### src/rtl/imu_sample_averager_pkg.sv
// Shared types and constants for the IMU sample averager.
package imu_sample_averager_pkg;

   localparam int unsigned IMU_NUM_CH   = 7;
   localparam int unsigned IMU_SAMPLE_W = 16;

   localparam int unsigned IMU_CH_TEMP   = 0;
   localparam int unsigned IMU_CH_ACC_X  = 1;
   localparam int unsigned IMU_CH_ACC_Y  = 2;
   localparam int unsigned IMU_CH_ACC_Z  = 3;
   localparam int unsigned IMU_CH_GYRO_X = 4;
   localparam int unsigned IMU_CH_GYRO_Y = 5;
   localparam int unsigned IMU_CH_GYRO_Z = 6;

   localparam logic [1:0] REG_CONTROL = 2'd0;
   localparam logic [1:0] REG_OVERRUN = 2'd1;
   localparam logic [1:0] REG_SAMPLES = 2'd2;
   localparam logic [1:0] REG_RSVD    = 2'd3;

   typedef logic signed [IMU_SAMPLE_W-1:0] imu_sample_t;
   typedef imu_sample_t [IMU_NUM_CH-1:0]   imu_frame_t;

   typedef enum logic {ST_IDLE, ST_ACCUM} avg_state_e;

   // Requested window exponent limited to the configured maximum.
   function automatic logic [3:0] clamp_log2n(input logic [3:0] req, input int unsigned max_log2);
      return (req > 4'(max_log2)) ? 4'(max_log2) : req;
   endfunction

endpackage

### src/rtl/imu_sample_averager_if.sv
// Frame stream in/out plus Avalon-MM slave for the sample averager.
interface imu_sample_averager_if;
   import imu_sample_averager_pkg::*;

   logic        in_valid;
   imu_frame_t  in_data;
   logic        out_valid;
   logic        out_ready;
   imu_frame_t  out_data;
   logic [1:0]  slave_address;
   logic        slave_read;
   logic [15:0] slave_readdata;
   logic        slave_write;
   logic [15:0] slave_writedata;

   modport slave (
      input  in_valid, in_data, out_ready,
      input  slave_address, slave_read, slave_write, slave_writedata,
      output out_valid, out_data, slave_readdata
   );

   modport master (
      output in_valid, in_data, out_ready,
      output slave_address, slave_read, slave_write, slave_writedata,
      input  out_valid, out_data, slave_readdata
   );
endinterface

### src/rtl/imu_channel_accum.sv
// One channel: sign-extending accumulator with clear and shifted (floor) average.
module imu_channel_accum
   import imu_sample_averager_pkg::*;
#(
   parameter int unsigned ACC_W = 20
) (
   input  logic        clk,
   input  logic        reset,
   input  logic        clr_i,
   input  logic        add_i,
   input  imu_sample_t sample_i,
   input  logic [3:0]  log2n_i,
   output imu_sample_t avg_c
);

   logic signed [ACC_W-1:0] acc_q, acc_d, sum_c;

   assign sum_c = acc_q + ACC_W'(sample_i);
   // Arithmetic shift floors toward -inf; result always fits the sample width.
   assign avg_c = IMU_SAMPLE_W'(sum_c >>> log2n_i);

   always_comb begin
      acc_d = acc_q;
      if (clr_i)      acc_d = '0;
      else if (add_i) acc_d = sum_c;
   end

   always_ff @(posedge clk or posedge reset) begin
      if (reset) acc_q <= '0;
      else       acc_q <= acc_d;
   end

endmodule

### src/rtl/imu_sample_averager.sv
// Averages 2^log2n IMU frames per channel and emits them on a valid/ready stream.
module imu_sample_averager
   import imu_sample_averager_pkg::*;
#(
   parameter int unsigned MAX_LOG2 = 4
) (
   input  logic                   clk,
   input  logic                   reset,
   imu_sample_averager_if.slave   avg_if
);

   localparam int unsigned ACC_W = IMU_SAMPLE_W + MAX_LOG2;
   localparam int unsigned CNT_W = MAX_LOG2 + 1;

   avg_state_e       state_q, state_d;
   logic [3:0]       log2n_q, log2n_d;
   logic [CNT_W-1:0] count_q, count_d;
   logic [15:0]      overrun_q, overrun_d;
   logic             out_valid_q, out_valid_d;
   imu_frame_t       out_data_q, out_data_d;
   logic [15:0]      rdata_q, rdata_d;

   logic             wr_ctrl_c, abort_c, accept_c, complete_c, clear_c;
   logic [3:0]       new_log2n_c;
   logic [CNT_W-1:0] count_inc_c, win_len_c;
   imu_frame_t       avg_c;
   logic             unused_wdata;

   assign wr_ctrl_c   = avg_if.slave_write && (avg_if.slave_address == REG_CONTROL);
   assign new_log2n_c = clamp_log2n(avg_if.slave_writedata[7:4], MAX_LOG2);
   assign count_inc_c = count_q + CNT_W'(1);
   assign win_len_c   = CNT_W'(1) << log2n_q;
   assign unused_wdata = ^{avg_if.slave_writedata[15:8], avg_if.slave_writedata[3:1]};

   for (genvar ch = 0; ch < IMU_NUM_CH; ch++) begin : g_ch
      imu_channel_accum #(.ACC_W(ACC_W)) u_acc (
         .clk      (clk),
         .reset    (reset),
         .clr_i    (clear_c | complete_c),
         .add_i    (accept_c),
         .sample_i (avg_if.in_data[ch]),
         .log2n_i  (log2n_q),
         .avg_c    (avg_c[ch])
      );
   end

   // Next-state: control FSM, window counter, output register, overrun and readback.
   always_comb begin
      state_d     = state_q;
      log2n_d     = log2n_q;
      count_d     = count_q;
      overrun_d   = overrun_q;
      out_valid_d = out_valid_q;
      out_data_d  = out_data_q;
      rdata_d     = rdata_q;
      abort_c     = 1'b0;
      accept_c    = 1'b0;
      complete_c  = 1'b0;
      clear_c     = 1'b0;

      if (wr_ctrl_c) begin
         abort_c = (new_log2n_c != log2n_q) || !avg_if.slave_writedata[0];
         log2n_d = new_log2n_c;
         state_d = avg_if.slave_writedata[0] ? ST_ACCUM : ST_IDLE;
      end

      if (state_q == ST_ACCUM) accept_c = avg_if.in_valid && !abort_c;
      else                     clear_c  = 1'b1;
      if (abort_c) clear_c = 1'b1;

      if (accept_c) begin
         if (count_inc_c == win_len_c) begin
            complete_c = 1'b1;
            count_d    = '0;
         end else begin
            count_d    = count_inc_c;
         end
      end
      if (clear_c) count_d = '0;

      if (out_valid_q && avg_if.out_ready) out_valid_d = 1'b0;
      if (complete_c) begin
         if (!out_valid_q || avg_if.out_ready) begin
            out_valid_d = 1'b1;
            out_data_d  = avg_c;
         end else if (overrun_q != 16'hFFFF) begin
            overrun_d = overrun_q + 16'd1;
         end
      end
      if (avg_if.slave_write && (avg_if.slave_address == REG_OVERRUN)) overrun_d = '0;

      if (avg_if.slave_read) begin
         case (avg_if.slave_address)
            REG_CONTROL: rdata_d = {8'h00, log2n_q, 3'b000, state_q == ST_ACCUM};
            REG_OVERRUN: rdata_d = overrun_q;
            REG_SAMPLES: rdata_d = 16'(count_q);
            default:     rdata_d = '0;
         endcase
      end
   end

   always_ff @(posedge clk or posedge reset) begin
      if (reset) begin
         state_q     <= ST_IDLE;
         log2n_q     <= '0;
         count_q     <= '0;
         overrun_q   <= '0;
         out_valid_q <= 1'b0;
         out_data_q  <= '0;
         rdata_q     <= '0;
      end else begin
         state_q     <= state_d;
         log2n_q     <= log2n_d;
         count_q     <= count_d;
         overrun_q   <= overrun_d;
         out_valid_q <= out_valid_d;
         out_data_q  <= out_data_d;
         rdata_q     <= rdata_d;
      end
   end

   assign avg_if.out_valid      = out_valid_q;
   assign avg_if.out_data       = out_data_q;
   assign avg_if.slave_readdata = rdata_q;

endmodule

### src/flat_wrapper.sv
// flat-port wrapper written by rule: the top's interface ports become plain ports
module imu_sample_averager_flat import imu_sample_averager_pkg::*;
#(
   parameter int unsigned MAX_LOG2 = 4
)
  (clk, reset, avg_if_in_valid, avg_if_in_data, avg_if_out_ready, avg_if_slave_address, avg_if_slave_read, avg_if_slave_write, avg_if_slave_writedata, avg_if_out_valid, avg_if_out_data, avg_if_slave_readdata);
  imu_sample_averager_if avg_if_i ();
  input  logic clk;
  input  logic reset;
  input wire logic [$bits(avg_if_i.in_valid)-1:0] avg_if_in_valid;
  input wire logic [$bits(avg_if_i.in_data)-1:0] avg_if_in_data;
  input wire logic [$bits(avg_if_i.out_ready)-1:0] avg_if_out_ready;
  input wire logic [$bits(avg_if_i.slave_address)-1:0] avg_if_slave_address;
  input wire logic [$bits(avg_if_i.slave_read)-1:0] avg_if_slave_read;
  input wire logic [$bits(avg_if_i.slave_write)-1:0] avg_if_slave_write;
  input wire logic [$bits(avg_if_i.slave_writedata)-1:0] avg_if_slave_writedata;
  output wire logic [$bits(avg_if_i.out_valid)-1:0] avg_if_out_valid;
  output wire logic [$bits(avg_if_i.out_data)-1:0] avg_if_out_data;
  output wire logic [$bits(avg_if_i.slave_readdata)-1:0] avg_if_slave_readdata;
  assign avg_if_i.in_valid = avg_if_in_valid;
  assign avg_if_i.in_data = avg_if_in_data;
  assign avg_if_i.out_ready = avg_if_out_ready;
  assign avg_if_i.slave_address = avg_if_slave_address;
  assign avg_if_i.slave_read = avg_if_slave_read;
  assign avg_if_i.slave_write = avg_if_slave_write;
  assign avg_if_i.slave_writedata = avg_if_slave_writedata;
  assign avg_if_out_valid = avg_if_i.out_valid;
  assign avg_if_out_data = avg_if_i.out_data;
  assign avg_if_slave_readdata = avg_if_i.slave_readdata;
  imu_sample_averager #(.MAX_LOG2(MAX_LOG2)) u_core (.clk(clk), .reset(reset), .avg_if(avg_if_i));
endmodule
### config.mk
export PLATFORM = sky130hd
export DESIGN_NAME = imu_sample_averager_flat
export DESIGN_NICKNAME = d
export VERILOG_FILES = /design/src/rtl/imu_sample_averager_pkg.sv /design/src/rtl/imu_sample_averager_if.sv /design/src/rtl/imu_channel_accum.sv /design/src/rtl/imu_sample_averager.sv /design/src/flat_wrapper.sv
export SDC_FILE = /design/constraint.sdc
export NUM_CORES = 1
export LEC_CHECK = 0
export ABC_AREA = 1
export CAP_MARGIN = 10
export CORE_MARGIN = 2
export CORE_UTILIZATION = 40
export CTS_CLUSTER_SIZE = 14
export DETAILED_ROUTE_END_ITERATION = 6
export MAX_ROUTING_LAYER = met4
export PLACE_DENSITY = 0.63
export SLEW_MARGIN = 20
export SYNTH_ARGS = -nofsm -noshare
export SYNTH_HDL_FRONTEND = slang
export SYNTH_SLANG_ARGS = --single-unit
### constraint.sdc
create_clock -name clk -period 10.2 [get_ports clk]
set_input_delay 2.04 -clock clk [delete_from_list [all_inputs] [get_ports clk]]
set_output_delay 2.04 -clock clk [all_outputs]
set_load 0.01 [all_outputs]
==> results.toml, run 1 <==
[final_layout]
final_util_pct = 47.4
drive_gt1_share_pct = 3.68
final_area_sq_um = 30400
syn_to_final_growth_pct = 17.6
fin_nets = 4463

[worst_setup_path]
regToRegSetupSlack_ns = 4.81
cp_cell_sequence = "nor2_8 > inv_2 > nor2_4 > nand2_1 > xnor2_1 > nand2_1 > nor2_2 > nand4_4 > inv_4 > buf_4 > o21ai_1 > nor2_1 > nand2_1 > nand2_1"
startpoint = "u_core.log2n_q[2]"
critPathMaxStageDelay_ns = 0.68
cp.required_ns = 10.71
crit_fanout = 69
worstReg2RegStart = "u_core.log2n_q[2]"
cp_data_arrival_time_ns = 5.90
path_class = "flop to flop"
reg2reg_depth = 14
slowest_stage = "inv_4"
critPathCapture = "u_core.avg_if.out_data[54]"
start_kind = "flop"
cp-end-kind = "flop"
crit_top_cell = "nand2_1"
r2r_end = "u_core.avg_if.out_data[54]"

[clocking]
clock_latency_ns = 0.58
postCtsHoldBufs = 0
cts-root-buf = "clkbuf_16"
cts_setup_buffers = 0
clock_path_buffers = 3
post_cts_resized = 0
cts_tree = "yes"
clk_pin_slew_ns = 0.06
htree_num_levels = 2
numCtsBuffers = 40
cts_sinks = 295

[yosys]
syn_area_sq_um = 25800
synth_top_area_share_pct = 28.6
yosysSeqAreaShare_pct = 28.6
postSynthAreaPerCell_sq_um = 6.42
synth_edf_count = 0
synth_top_cell_by_area = "dfrtp_1"
synth_flop_cell = "dfrtp_1"
syn_nets = 4304
ys_warn_count = 0
synth_area_leaders = "dfrtp_1 (29%), nand2_1 (20%), nand3_1 (15%)"
ys_types = 49
synthCells = 4026
async_flop_share_pct = 100
yosys_register_bits = 295

[timing]
worst_pin_slew_ns = 1.03
fin_ws_ns = 4.81
min_period_ns = 5.39
tns_ns = 0
max_freq_mhz = 186
finClkSkew_ns = 0.0209
setup_viol_count_final = 0
hold_viol_final = 0
grt_setup_unrepaired = "false"
hold_ws_ns = 0.478
slew_viol_final = 0
fin_crit_sh_pct = 52.8
maxSlewHeadroom_pct = 31.5

[placed_design]
gp_congestion = 0.958
place.detailed.hpwl_um = 67600
dpl_cell_area_sq_um = 29000
place_ws_ns = 4.32
portBuffers = 253

[power_and_ir_drop]
powerDensity_nw_per_um2 = 227
p_comb_share_pct = 51.4
p_int_w = 0.00386
irDropWorstVdd_mv = 0.142
p_sw_w = 0.00303
pwr-share-seq_pct = 26.2
swShare_pct = 44.0
power_frac_clock_pct = 22.4
leakage_nw = 15.6

[global_route]
grt_pass1_wl_um = 146000
grt_max_degree = 149
antenna_found_initial = 4
grt_overflow_total = 0
first_global_vias = 26273
track_usage_pct = 28.4

[routing]
vias = 27537
post_drt_wl_per_cell_um = 18.2
via_per_inst = 5.43
firstDrtPassIters = 6
finalWirelength_um = 92200
drc = 0
drt_iter0_markers = 2067
ant_nets = 0

[flow_run]
drv_cap = 0

[floorplanning]
die_w_um = 258
die_y_um = 258
core_area_sq_um = 64100
dieArea_sq_um = 66600
rows = 93
pin_count = 265
initial_core_util_pct = 40.3

[hold_path]
worstHoldPathType = "flop to flop"
min_from = "u_core.avg_if.out_data[90]"

[status]
status = "finished, final reports clean"
-- routing by layer --
layer  vias to the layer above  global-route usage (%)  wire length [um]
met1                     12735                    37.0             41300
met4                         0                    12.0              4300
met2                       860                    43.4             40500
li1                      13745                       -                 -
met5                         -                       -                 0
met3                       197                    4.88              6090
-- through the flow --
stage               total power [W]  std cells
finish                      0.00689       5073
global route                0.00743       5073
CTS                         0.00691       5070
detailed placement          0.00532       4998
global placement            0.00530       4998
floorplan                   0.00401       4026
-- worst min path at each step --
stage / slack [ns] / endpoint / cells past startpoint
2_1_floorplan: 0.45 / u_core.g_ch[2].u_acc.acc_q[9] / 2
3_3_place_gp: 0.46 / u_core.avg_if.out_data[98] / 2
3_5_place_dp: 0.46 / u_core.avg_if.out_data[64] / 2
4_1_cts: 0.48 / u_core.avg_if.out_data[84] / 2
5_1_grt: 0.50 / u_core.avg_if.out_data[17] / 2
6_report: 0.48 / u_core.avg_if.out_data[90] / 2
-- power groups by stage --
| stage | Sequential [W] | Clock, W | Combinational, W |
|---|---|---|---|
| 2_1_floorplan | 0.00180 | 0 | 0.00221 |
| 3_3_place_gp | 0.00182 | 0 | 0.00349 |
| 3_5_place_dp | 0.00181 | 0 | 0.00350 |
| 4_1_cts | 0.00180 | 0.00158 | 0.00353 |
| 5_1_grt | 0.00184 | 0.00163 | 0.00396 |
| 6_report | 0.00180 | 0.00154 | 0.00354 |
-- kinds of logic (layout without fill, tap and decap cells) --
family	Yosys count	in the layout	synth area share (%)
AOI/OAI and AO/OA	462	462	11.6
xor gates and xnor gates	66	66	2.24
DFF	295	295	28.6
adders and majority gates	142	142	7.08
and+or+nand+nor	2526	2526	42.3
buffers and inverters	533	722	8.18
muxes	2	2	0.0823
other	0	3	0
-- critical path, delay by kind of cell (launching register included) --
kind                   cells  cell delay, ns
AND/OR/NAND/NOR            9            2.47
AO/OA/AOI/OAI              1            0.16
XOR/XNOR                   1            0.16
buffers and inverters      3            1.78
flip-flops                 1            0.66
-- sequential cells by signal (all words and copies together), names as in the netlist --
name                          cells
u_core.count_q                    5
u_core.avg_if.out_data          112
u_core.g_ch.u_acc.acc_q         140
u_core.overrun_q                 16
u_core.avg_if.slave_readdata     16
u_core.state_q                    1
u_core.log2n_q                    4
u_core.avg_if.out_valid           1
-- cells in the mapped netlist, drive strengths merged (4+ instances only) --
master,n
nand2,1355
nand3,765
inv,376
dfrtp,295
nor2,232
a21oi,158
ha,135
o21ai,119
buf,80
clkbuf,76
or2,68
a32o,60
xor2,38
a22o,37
nand4,37
nor3,36
a21boi,32
xnor2,28
nand3b,23
a31oi,19
o21bai,17
and2,8
fa,7
o211ai,7
a22oi,4
o22ai,4
-- cell usage in the layout (no fill, tap or decap), drive strengths merged, types with 20 or more instances in the layout --
master,n
nor2,232
dfrtp,295
xor2,38
a22o,37
ha,135
a21boi,32
buf,20
nand3,765
o21ai,119
xnor2,28
clkdlybuf4s50,253
nand3b,23
nand4,37
a32o,60
clkbuf,55
nor3,36
inv,377
a21oi,158
or2,68
nand2,1355
-- area by class of cell --
class,count,area [sq um]
fill,6631,33700
multi-input combinational,3198,16400
sequential,295,7400
timing repair buffer,273,2700
inverter,377,1430
clock buffer,55,1140
tap,855,1070
clock inverter,17,279
antenna,3,7.51
(Power assumes the default switching activity.)
==> inputs of run 2 (changes only) <==
- PLACE_DENSITY: 0.63 -> 0.61
- clock period: 10.2 -> 4.98 ns (I/O delays scaled with it)
==> run 2 against run 1 <==
Global-route usage increased by 0.063 points. Sequential share of layout area about the same. Critical path depth is 4 lower. Fmax is 34% higher. Critical path type unchanged. Cell count barely moved. Routed wire length increased by 0.76%. Largest cell class unchanged. Clock skew grew 0.017 ns.
==> results.toml, run 2 (synthesis gave the netlist of run 1 again) <==
[routing]
vias = 27521
finalWirelength_um = 92900
drt_iter0_markers = 2368
firstDrtPassIters = 5
post_drt_wl_per_cell_um = 18.3
ant_nets = 0
via_per_inst = 5.42
drc = 0

[floorplanning]
dieArea_sq_um = 66600
pin_count = 265
die_y_um = 258
initial_core_util_pct = 40.3
die_w_um = 258
core_area_sq_um = 64100
rows = 93

[global_route]
first_global_vias = 26121
track_usage_pct = 28.5
antenna_found_initial = 1
grt_pass1_wl_um = 147000
grt_overflow_total = 0
grt_max_degree = 125

[power_and_ir_drop]
powerDensity_nw_per_um2 = 460
leakage_nw = 15.6
irDropWorstVdd_mv = 0.323
totalPowerFinal_w = 0.0140

[timing]
slew_viol_final = 0
fin_crit_sh_pct = 80.6
hold_viol_final = 0
setup_viol_count_final = 0
worst_pin_slew_ns = 1.02
maxSlewHeadroom_pct = 31.8
finClkSkew_ns = 0.0381
min_period_ns = 4.01
grt_setup_unrepaired = "false"
tns_ns = 0
max_freq_mhz = 249

[clocking]
numCtsBuffers = 40
cts-root-buf = "clkbuf_16"
cts_tree = "yes"
clock_latency_ns = 0.58
clock_path_buffers = 3
postCtsHoldBufs = 0
clk_pin_slew_ns = 0.06
cts_setup_buffers = 0
htree_num_levels = 2
cts_sinks = 295
post_cts_resized = 0

[worst_setup_path]
cp-end-kind = "flop"
crit_top_cell = "buf_4"
crit_fanout = 75
start_kind = "flop"
cp_cell_sequence = "buf_4 > nand2_1 > nand2_1 > nand3_1 > nor2_2 > nand4_4 > buf_4 > buf_4 > a31oi_2 > a21boi_1"
cp_data_arrival_time_ns = 4.45
slowest_stage = "dfrtp_4"
cp.required_ns = 5.41
critPathMaxStageDelay_ns = 0.87
path_class = "flop to flop"

[final_layout]
multi_input_area_sq_um = 16400
final_area_sq_um = 30400
seq_area_sq_um = 7400
fillers = 6628
syn_to_final_growth_pct = 17.7
final_cell_mix = "nand2_1 (1354), nand3_1 (764), inv_1 (366)"
final_common_cell = "nand2_1"
largest_register_ffs = 140
drive_gt1_share_pct = 3.84
fin_nets = 4472
largest-register = "u_core.g_ch.u_acc.acc_q"

[placed_design]
portBuffers = 253
dpl_cell_area_sq_um = 29100
gp_congestion = 0.976
place.detailed.hpwl_um = 68400

[status]
status = "finished, final reports clean"

[flow_run]
drv_cap = 0

[hold_path]
worstHoldPathType = "flop to flop"
-- run 2: path summary, 6_finish.rpt --
check | startpoint | to | slack [ns] | depth (start not counted)
worst max-delay path | u_core.log2n_q[0] | u_core.avg_if.out_data[29] | 0.97 | 10
worst min-delay path | u_core.avg_if.out_data[51] | u_core.avg_if.out_data[51] | 0.48 | 2
worst max register to register | u_core.log2n_q[0] | u_core.avg_if.out_data[29] | 0.97 | 10
worst min register to register | u_core.avg_if.out_data[51] | u_core.avg_if.out_data[51] | 0.48 | 2
max in group asynchronous | reset | u_core.g_ch[4].u_acc.acc_q[0] | 2.92 | 3
min in group asynchronous | reset | u_core.g_ch[0].u_acc.acc_q[11] | 0.88 | 2
-- run 2: critical path, delay by kind of cell, from the launching register on --
| kind | cells | cell delay [ns] |
|---|---|---|
| AO/OA/AOI/OAI | 2 | 0.61 |
| buffers and inverters | 3 | 1.56 |
| flip-flops | 1 | 0.87 |
| AND/OR/NAND/NOR | 5 | 0.78 |
-- run 2: stage by stage --
step	worst slack [ns]	hold WS (ns)	utilization (%)	std cells
5_1_grt	0.736	0.502	47.4	5078
3_5_place_dp	0.754	0.465	45.4	5007
6_report	0.967	0.479	47.4	5078
3_3_place_gp	0.825	0.466	45.4	5007
4_1_cts	1.02	0.481	47.4	5077
2_1_floorplan	0.0669	0.453	-	4026
-- run 2: area by class of cell --
cell class | instances | area share [%]
multi-input cells | 3198 | 53.8
flip-flops and latches | 295 | 24.3
repair buffers | 282 | 9.33
inverters | 377 | 4.70
clock buffers | 57 | 3.83
well taps | 855 | 3.52
clock inverters | 13 | 0.514
diodes | 1 | 0.00823
-- run 2: per-layer routing --
| layer | global-route usage [%] | wire [um] |
|---|---|---|
| met5 | - | 0 |
| met4 | 9.41 | 3070 |
| met3 | 3.05 | 5360 |
| met2 | 44.4 | 41600 |
| met1 | 38.6 | 42800 |
-- run 2: power by group --
part	internal, W	total, W	switching, W
Combinational	0.00287	0.00730	0.00444
Sequential	0.00310	0.00370	0.000596
Clock	0.00178	0.00297	0.00119
==> inputs of run 3 (changes only) <==
- clock period: 4.98 -> 4.1 ns (I/O delays scaled with it)
==> run 3 against run 2 <==
Sequential cell count did not move. Clock-buffer cell count decreased by 4. Clock skew fell by 0.025 ns. Largest cell class unchanged. Fmax is 14% higher. First-iteration DRC count is 2.2% lower. Routed wire length grew 0.11%. Largest power group unchanged. Non-clock buffer count increased by 16. Critical path depth up 3. Setup slack lost 0.38 ns. Register-to-register slack worse by 0.38 ns. Highest routed layer unchanged. Clock power is 36% higher.
==> results.toml, run 3 (synthesis gave the netlist of run 1 again) <==
[final_layout]
syn_to_final_growth_pct = 19.1
multi_input_area_sq_um = 16400
largest_register_ffs = 140
fillers = 6564
fin_nets = 4488
largest-register = "u_core.g_ch.u_acc.acc_q"
drive_gt1_share_pct = 4.36
fin_cells = 5099
final_util_pct = 48.0
final_cell_mix = "nand2_1 (1354), nand3_1 (764), inv_1 (366)"
seq_area_sq_um = 7400
final_common_cell = "nand2_1"

[routing]
ant_nets = 0
via_per_inst = 5.43
finalWirelength_um = 93000
vias = 27709
post_drt_wl_per_cell_um = 18.2
drt_iter0_markers = 2316
drc = 0
firstDrtPassIters = 6

[power_and_ir_drop]
leakage_nw = 15.8
irDropWorstVdd_mv = 0.362
totalPowerFinal_w = 0.0175
powerDensity_nw_per_um2 = 569

[worst_setup_path]
cp-end-kind = "flop"
crit_fanout = 65
cp.required_ns = 4.61
path_class = "flop to flop"
worstReg2RegStart = "u_core.log2n_q[0]"
start_kind = "flop"
cp_data_arrival_time_ns = 4.02
startpoint = "u_core.log2n_q[0]"
regToRegSetupSlack_ns = 0.59

[placed_design]
gp_congestion = 0.978
place_ws_ns = 0.378
portBuffers = 253
place_inst = 5023
place.detailed.hpwl_um = 69800

[floorplanning]
initial_core_util_pct = 40.3
die_w_um = 258
dieArea_sq_um = 66600
core_area_sq_um = 64100
die_y_um = 258
rows = 93
pin_count = 265

[timing]
maxSlewHeadroom_pct = 33.1
max_freq_mhz = 285
fin_crit_sh_pct = 85.6
min_period_ns = 3.51
worst_pin_slew_ns = 1.00
hold_ws_ns = 0.479
slew_viol_final = 0
fin_ws_ns = 0.591
setup_viol_count_final = 0
grt_setup_unrepaired = "false"
finClkSkew_ns = 0.0135
hold_viol_final = 0

[hold_path]
min_from = "u_core.avg_if.out_data[54]"
worstHoldPathType = "flop to flop"

[clocking]
clock_path_buffers = 3
cts_sinks = 295
cts_setup_buffers = 0
postCtsHoldBufs = 0
numCtsBuffers = 40
clock_latency_ns = 0.58
post_cts_resized = 0
cts-root-buf = "clkbuf_16"
cts_tree = "yes"
htree_num_levels = 2
clk_pin_slew_ns = 0.06

[global_route]
antenna_found_initial = 2
grt_max_degree = 82
first_global_vias = 25993
track_usage_pct = 28.3
grt_pass1_wl_um = 146000
grt_overflow_total = 0

[status]
status = "finished, final reports clean"

[flow_run]
drv_cap = 0
## run 3: cell count changes in the layout (fill, tap and decap cells not counted)
| cell | delta |
|---|---|
| buf_12 | +4 |
| buf_4 | +12 |
| bufinv_16 | +6 |
| clkbuf_1 | -3 |
| clkbuf_8 | -1 |
| clkinv_2 | -1 |
| clkinvlp_4 | +3 |
| diode_2 | +1 |
## run 3: metrics by stage
| step | setup TNS, ns | cell area [sq um] |
|---|---|---|
| floorplan | -187.95 | 25800 |
| global placement | 0 | 29300 |
| detailed placement | 0 | 29300 |
| CTS | 0 | 30800 |
| global route | 0 | 30800 |
| finish | 0 | 30800 |
## run 3: worst max-delay path, stage by stage, from the launching register on
cell and delay (ns):
dfrtp_4 0.63, nor2_4 0.52, inv_2 0.24, nor2_1 0.17, xor2_1 0.17, nand2_1 0.09
nor2_2 0.26, nand4_4 0.18, inv_4 0.08, buf_4 0.51, o21ai_1 0.17, nor2_1 0.14
nand2_1 0.13, nand2_1 0.08
## run 3: final timing paths
| check | to | depth (start not counted) |
|---|---|---|
| max | u_core.avg_if.out_data[54] | 13 |
| min | u_core.avg_if.out_data[54] | 2 |
| max reg2reg | u_core.avg_if.out_data[54] | 13 |
| min reg2reg | u_core.avg_if.out_data[54] | 2 |
| max in group asynchronous | u_core.g_ch[4].u_acc.acc_q[3] | 3 |
| min in group asynchronous | u_core.g_ch[0].u_acc.acc_q[12] | 2 |
## run 3: per-layer routing
metal / vias to the layer above / routed length (um) / share of wire, % / global-route usage, %
met4: 0 / 3130 / 3.4 / 9.25
met2: 872 / 41700 / 45 / 44.5
li1: 13789 / - / - / -
met3: 139 / 5790 / 6.2 / 3.28
met1: 12909 / 42400 / 46 / 38.0
met5: - / 0 / 0 / -
## run 3: layout make-up
cell class,instances,area share [%]
antenna,2,0.0163
clock buffer,53,3.71
clock inverter,21,1.15
inverter,377,4.65
multi-input combinational,3198,53.2
sequential,295,24.0
tap,855,3.48
timing repair buffer,298,9.78
## run 3: power by group
part	switching (W)	leakage (nW)	internal, W
combinational	0.00540	11.2	0.00353
clock	0.00151	0.718	0.00253
sequential	0.000751	3.81	0.00377
total	0.00766	15.8	0.00983
